`config.mk`:
```
export PLATFORM = sky130hd
export DESIGN_NAME = img_rsz_pxl_fwd
export DESIGN_NICKNAME = d
export VERILOG_FILES = /design/src/rtl/img_rsz_pxl_fwd.sv
export SDC_FILE = /design/constraint.sdc
export NUM_CORES = 1
export LEC_CHECK = 0
export CORE_AREA = 2 2 454 456
export CTS_CLUSTER_DIAMETER = 200
export DETAILED_ROUTE_END_ITERATION = 8
export DIE_AREA = 0 0 456 458
export GPL_ROUTABILITY_DRIVEN = 1
export SLEW_MARGIN = 20
export SYNTH_ARGS = -nofsm -noshare
export SYNTH_HDL_FRONTEND = slang
export SYNTH_SLANG_ARGS = --single-unit
```
`constraint.sdc`:
```
create_clock -name Clk -period 5.8 [get_ports Clk]
set_input_delay 0.87 -clock Clk [delete_from_list [all_inputs] [get_ports Clk]]
set_output_delay 0.87 -clock Clk [all_outputs]
set_load 0.05 [all_outputs]
```
`src/rtl/img_rsz_pxl_fwd.sv`:
```
// img_rsz_pxl_fwd: drains executed blocks in raster order into a one-entry valid/ready pixel stage.
// Optional frame counter enabled by defining IMG_RSZ_FWD_FRAME_CNT_EN.
module img_rsz_pxl_fwd #(
    parameter int RSZ_IMG_WIDTH_SIZE  = 32,
    parameter int RSZ_IMG_HEIGHT_SIZE = 32,
    parameter int RSZ_IMG_WIDTH_IDX_W = $clog2(RSZ_IMG_WIDTH_SIZE),
    parameter int RSZ_IMG_HEIGHT_IDX_W = $clog2(RSZ_IMG_HEIGHT_SIZE),
    parameter int PXL_PRIM_COLOR_NUM  = 3,
    parameter int PXL_PRIM_COLOR_W    = 8
) (
    input  logic                                                     Clk,
    input  logic                                                     ResetN,
    input  logic                                                     FwdClr,
    input  logic [RSZ_IMG_HEIGHT_SIZE-1:0][RSZ_IMG_WIDTH_SIZE-1:0]   BlkIsExec,
    input  logic [PXL_PRIM_COLOR_NUM-1:0][PXL_PRIM_COLOR_W-1:0]      FlushRszPxlData,
    output logic [RSZ_IMG_WIDTH_SIZE-1:0]                            FlushBlkXMsk,
    output logic [RSZ_IMG_HEIGHT_SIZE-1:0]                           FlushBlkYMsk,
    output logic                                                     FlushVld,
    output logic [PXL_PRIM_COLOR_NUM-1:0][PXL_PRIM_COLOR_W-1:0]      RszPxlData,
    output logic [RSZ_IMG_WIDTH_IDX_W-1:0]                           RszPxlX,
    output logic [RSZ_IMG_HEIGHT_IDX_W-1:0]                          RszPxlY,
    output logic                                                     RszPxlLast,
    output logic                                                     RszPxlVld,
    input  logic                                                     RszPxlRdy,
    output logic [15:0]                                              FrameCnt
);
    localparam logic [RSZ_IMG_WIDTH_IDX_W-1:0]  LastU = RSZ_IMG_WIDTH_IDX_W'(RSZ_IMG_WIDTH_SIZE - 1);
    localparam logic [RSZ_IMG_HEIGHT_IDX_W-1:0] LastV = RSZ_IMG_HEIGHT_IDX_W'(RSZ_IMG_HEIGHT_SIZE - 1);

    logic [RSZ_IMG_WIDTH_IDX_W-1:0]  curU;
    logic [RSZ_IMG_HEIGHT_IDX_W-1:0] curV;
    logic free, load, endU, endV;

    assign FlushBlkXMsk = RSZ_IMG_WIDTH_SIZE'(1) << curU;
    assign FlushBlkYMsk = RSZ_IMG_HEIGHT_SIZE'(1) << curV;
    assign free = !RszPxlVld || RszPxlRdy;
    assign load = BlkIsExec[curV][curU] && free && !FwdClr;
    assign FlushVld = load;
    assign endU = curU == LastU;
    assign endV = curV == LastV;

    // The buffer drops the flag at the edge that samples FlushVld, so no double capture is possible.
    always_ff @(posedge Clk or negedge ResetN) begin
        if (!ResetN) begin
            curU       <= '0;
            curV       <= '0;
            RszPxlVld  <= 1'b0;
            RszPxlLast <= 1'b0;
            RszPxlData <= '0;
            RszPxlX    <= '0;
            RszPxlY    <= '0;
        end else if (FwdClr) begin
            curU      <= '0;
            curV      <= '0;
            RszPxlVld <= 1'b0;
        end else if (load) begin
            RszPxlData <= FlushRszPxlData;
            RszPxlX    <= curU;
            RszPxlY    <= curV;
            RszPxlLast <= endU && endV;
            RszPxlVld  <= 1'b1;
            curU       <= endU ? '0 : curU + 1'b1;
            curV       <= endU ? (endV ? '0 : curV + 1'b1) : curV;
        end else if (RszPxlRdy) begin
            RszPxlVld <= 1'b0;
        end
    end

`ifdef IMG_RSZ_FWD_FRAME_CNT_EN
    always_ff @(posedge Clk or negedge ResetN) begin
        if (!ResetN)
            FrameCnt <= '0;
        else if (RszPxlVld && RszPxlRdy && RszPxlLast)
            FrameCnt <= FrameCnt + 1'b1;
    end
`else
    assign FrameCnt = '0;
`endif
endmodule

```
# After elaboration in Yosys (flattened, before gate mapping)
# Index checks and enable logic that the tools add are counted.
op_classes:
  n_addsub: 2
  multipliers: 0
  div: 0
  order_cmp: 2
  n_eq_ne: 2
  shift: 2
  mux: 14
  bitwise_logic: 1
  n_reduce_logical: 11
ops:
  columns: ["cell", "n"]
  rows:
  - ["$bmux 32 s5", 1]
  - ["$shl 1x5->32 const A", 2]
  - ["$mux 5", 7]
  - ["$mux 32", 1]
  - ["$lt 5x6->1 const B", 2]
  - ["$add 5x1->5 const B", 2]
  - ["$eq 5x5->1 const B", 2]
  - ["$bmux 1 s5", 1]
  - ["$mux 1", 4]
  - ["$reduce_and 2->1", 2]
  - ["$reduce_bool 2->1", 2]
  - ["$logic_and 1x1->1", 3]
  - ["$reduce_bool 3->1", 1]
  - ["$logic_not 1->1", 2]
  - ["$logic_or 1x1->1", 1]
  - ["$not 1->1", 1]
totals:
  register_bits: 46
  latch_bits: 0
  ramBits: 0
  romBits: 0
  output_inout_bits: 117
  wordCells: 43
  mem_count: 0

# Longest topological paths before layout
logic_depth:
  depth_word: 8
  mapped_depth: 16
  depth_no_buf: 9

# Worst setup path after synthesis
# Ideal clock, no wire load.
synth_timing:
  path_kind: "input port to output port"
  start: "in BlkIsExec[509] (netlist bit)"
  end: "out FlushVld"
  arrival_ns: 3.480
  required_ns: 4.930
  setup_slack_ns: 1.450
  path_stages: 10
  path_buffers: 1
  path_cell_list: "mux4_2 a31o_2 a31o_1 or4_1 o211ai_1 a221o_2 o2111ai_4 o211ai_4 buf_6 inv_1"
synth_via:
  elab_chain_len: 6
synth_rtl:
  columns: ["item", "line_no", "text"]
  rows:
  - ["from (decl)", "14", "input logic [RSZ_IMG_HEIGHT_SIZE-1:0][RSZ_IMG_WIDTH_SIZE-1:0] BlkIsExec,"]
  - ["$bmux 32 s5", "37", "assign load = BlkIsExec[curV][curU] && free && !FwdClr;"]
  - ["$mux 32 (implied by the code)", "37", null]
  - ["$bmux 1 s5", "37", null]
  - ["$mux 1 (implied by the code)", "37", null]
  - ["$logic_and 1x1->1 (2 in series)", "37", null]
  - ["to (decl)", "18", "output logic FlushVld,"]
# Every way passes these cells. The select of a mux whose other input is x is not followed.

# Worst setup path after layout
layout_timing:
  start: "reg curV[0]"
  end: "out FlushVld"
layout_via:
  elab_chain_len: 6
layout_rtl:
  columns: ["item", "line_no", "text"]
  rows:
  - ["from (decl)", "31", "logic [RSZ_IMG_HEIGHT_IDX_W-1:0] curV;"]
  - ["from (signal assigned)", "63", "curV <= endU ? (endV ? '0 : curV + 1'b1) : curV;"]
  - ["$bmux 32 s5", "37", null]
  - ["$mux 32 (implied by the code)", "37", null]
  - ["$bmux 1 s5", "37", null]
  - ["$mux 1 (implied by the code)", "37", null]
  - ["$logic_and 1x1->1 (2 in series)", "37", null]
# Every way passes these cells. The select of a mux whose other input is x is not followed.

==> results.json <==
{
  "post-route-period-util": 0.954,
  "gr-usage-all-layers": 0.155,
  "wl_um": 170000,
  "whs_ps": 493,
  "num-fill-cells": 23100,
  "multiInputGateArea_sq_um": 9520,
  "grt_max_degree": 47,
  "rows": 166,
  "synth_compound_area_frac": 0.113,
  "synthCells": 996,
  "synthFlopType": "dfrtp_1",
  "cp_common_cell": "buf_4",
  "tightest_slew_ps": 953,
  "post-cts-setup-buffers": 0,
  "cts_buffers": 5,
  "dr.first_iter.drc_count": 981,
  "wl_per_cell_um": 34.7,
  "coreArea_sq_um": 204000,
  "path_clk_slew_ps": 70,
  "pin_count": 1169,
  "r2r_start": "curV[0]",
  "cts_root_buf": "clkbuf_16",
  "ir_drop_v": 0.000148,
  "clock_sinks": 46,
  "muxShareOfSynthArea": 0.576,
  "cts_tree": "done",
  "cap_violations": 0,
  "power.total_mw": 3.42,
  "arrival_ps": 4660,
  "cts_buffer_depth": 2,
  "required_ps": 4930,
  "whs_path_depth": 1,
  "hold_viol_final": 0,
  "synth_xor_xnor_area_share": 0,
  "design.die.area_sq_um": 209000,
  "synth-edff-count": 0,
  "setup_viol": 0,
  "synth.distinct_cells": 70,
  "grt_overflow": 0,
  "dp.cells": 4841,
  "final_area_sq_um": 26900,
  "place_congestion": 0.941,
  "vias": 15800,
  "critPathKind": "flip-flop to output port",
  "end_kind": "output port",
  "drive_above_1_share": 0.192,
  "viasPerCell": 3.22,
  "async_flop_share": 1.00,
  "rsz0062_at_grt": "false",
  "cp-start-kind": "flip-flop",
  "cp_cell_sequence": "buf_12 -> buf_4 -> mux4_2 -> a22oi_1 -> and4_1 -> o2111ai_1 -> o22a_1 -> nand3_1 -> a41oi_2 -> o211ai_4 -> inv_1 -> buf_4",
  "drc": 0,
  "period_needed_ps": 5530,
  "post_synth.cell_area_avg_sq_um": 11.4,
  "synth-seq-area-share": 0.101,
  "reg2regPathDepth": 12,
  "grt_pass1_wl_um": 205000,
  "pre_cts_slack_ps": 136,
  "ant_nets": 0,
  "max_freq_mhz": 181,
  "finalWorstSetupSlack_ps": 269,
  "drt-pass1-iter-count": 5,
  "ctsHoldBuffers": 0,
  "die_w_um": 456,
  "synth_top_family_by_area": "multiplexers",
  "dp_hpwl_um": 156000,
  "synth_area_sq_um": 11400,
  "cp_max_fo": 25,
  "placed_cell_area_sq_um": 26600,
  "cts-resized-gates": 1,
  "powerDensity_nw_per_um2": 127,
  "clk_latency_ps": 290,
  "die_height_um": 458,
  "setup_tns_ps": 0,
  "final_nets": 3226,
  "slew_viol_final": 0,
  "synthAdderAreaFrac": 0.0154,
  "startpoint": "curV[0]",
  "slowest_delay_ps": 790,
  "finClkSkew_ps": 2.27,
  "io_buffers": 1152,
  "h-tree-depth": 2,
  "hp-start": "RszPxlData[4]",
  "synthToLayoutAreaGrowth_pct": 136,
  "hp-class": "flip-flop to flip-flop",
  "slew_headroom": 0.347,
  "synth-simple-area-share": 0.121,
  "status": "finished clean",
  "ff_latch_area_sq_um": 1170,
  "initial_core_util": 0.0559,
  "fin_cells": 4891,
  "grt_pass1_vias": 16400,
  "yosysWarningCount": 0,
  "p_leak_nw": 8.48,
  "synth.ff_latch_count": 46,
  "cp_slowest_cell": "dfrtp_4",
  "antenna_found_initial": 143,
  "final_util": 0.132
}
per-layer routing:
metal | share of wire | track usage | wire length, um
met4 | 0.031 | 0.0326 | 5270
met5 | 0.0019 | 0 | 326
met3 | 0.061 | 0.0269 | 10300
met1 | 0.39 | 0.184 | 66400
met2 | 0.52 | 0.289 | 87600
cells in the final DEF, fill, tap and decap left out, types with 18 or more instances in the layout:
cell type and n:
a21oi_1 37, a22oi_1 65, and3_1 24, buf_4 105, clkdlybuf4s50_1 1150, dfrtp_1 40
diode_2 42, mux2_4 18, mux2i_1 91, mux4_2 232, nand2_1 81, nand3_1 28
nor2_1 46, nor3_1 19
cell families after synthesis:
| family | after synthesis |
|---|---|
| other | 1 |
| buffers and inverters | 135 |
| AOI/OAI and AO/OA | 171 |
| and+or+nand+nor | 274 |
| muxes | 355 |
| adders and majority gates | 14 |
| DFF | 46 |
registers in the layout, indices dropped and copies added, names as in the netlist:
register and count:
RszPxlData 24, RszPxlLast 1, RszPxlVld 1, RszPxlX 5, RszPxlY 5, curU 5
curV 5
cell type report:
| type | count | share of cell area |
|---|---|---|
| clock buffers | 5 | 0.00466 |
| inverters | 12 | 0.00168 |
| clock inverters | 3 | 0.00163 |
| well taps | 2688 | 0.125 |
| multi-input cells | 830 | 0.354 |
| diodes | 42 | 0.00391 |
| repair buffers | 1265 | 0.465 |
| flip-flops and latches | 46 | 0.0436 |
Yosys cell counts (7+ instances only):
cell        n  share of area
nand3_1    28          0.012
nand2b_1   11         0.0060
o211ai_1    7         0.0046
mux2_4     18          0.024
mux2i_1    91          0.080
and2_1     15         0.0082
a31oi_1     8         0.0044
ha_1       14          0.015
and3_1     24          0.013
nor2_1     48          0.016
mux4_2    232           0.46
inv_1       8         0.0026
mux2_2     10         0.0099
buf_6      16          0.016
buf_2      33          0.015
clkbuf_1   33          0.011
a21oi_1    37          0.016
dfrtp_1    46           0.10
buf_4      34          0.022
nand2_1    81          0.027
nor2b_1    16         0.0088
a22oi_1    66          0.044
nand4_1    11         0.0060
nor3_1     19         0.0083
worst paths after layout:
path / end / slack, ps
max in group asynchronous: curV[1] / 4720
hold / removal: RszPxlData[4] / 490
hold reg to reg: RszPxlData[4] / 490
setup / recovery: FlushVld / 270
min in group asynchronous: RszPxlData[7] / 600
setup reg to reg: RszPxlData[7] / 640
critical path: cells and delay by family, from the launching register on:
family / cells / cell delay, ps
buffers and inverters: 4 / 810
muxes: 1 / 650
and+or+nand+nor: 2 / 660
AOI/OAI and AO/OA: 5 / 1390
DFF: 1 / 790
power by group:
group	switching, mW	internal (mW)	total [mW]
clock	0.128	0.204	0.332
combinational	1.33	1.25	2.58
sequential	0.0803	0.422	0.502
Power figures use the tool's default switching activity.
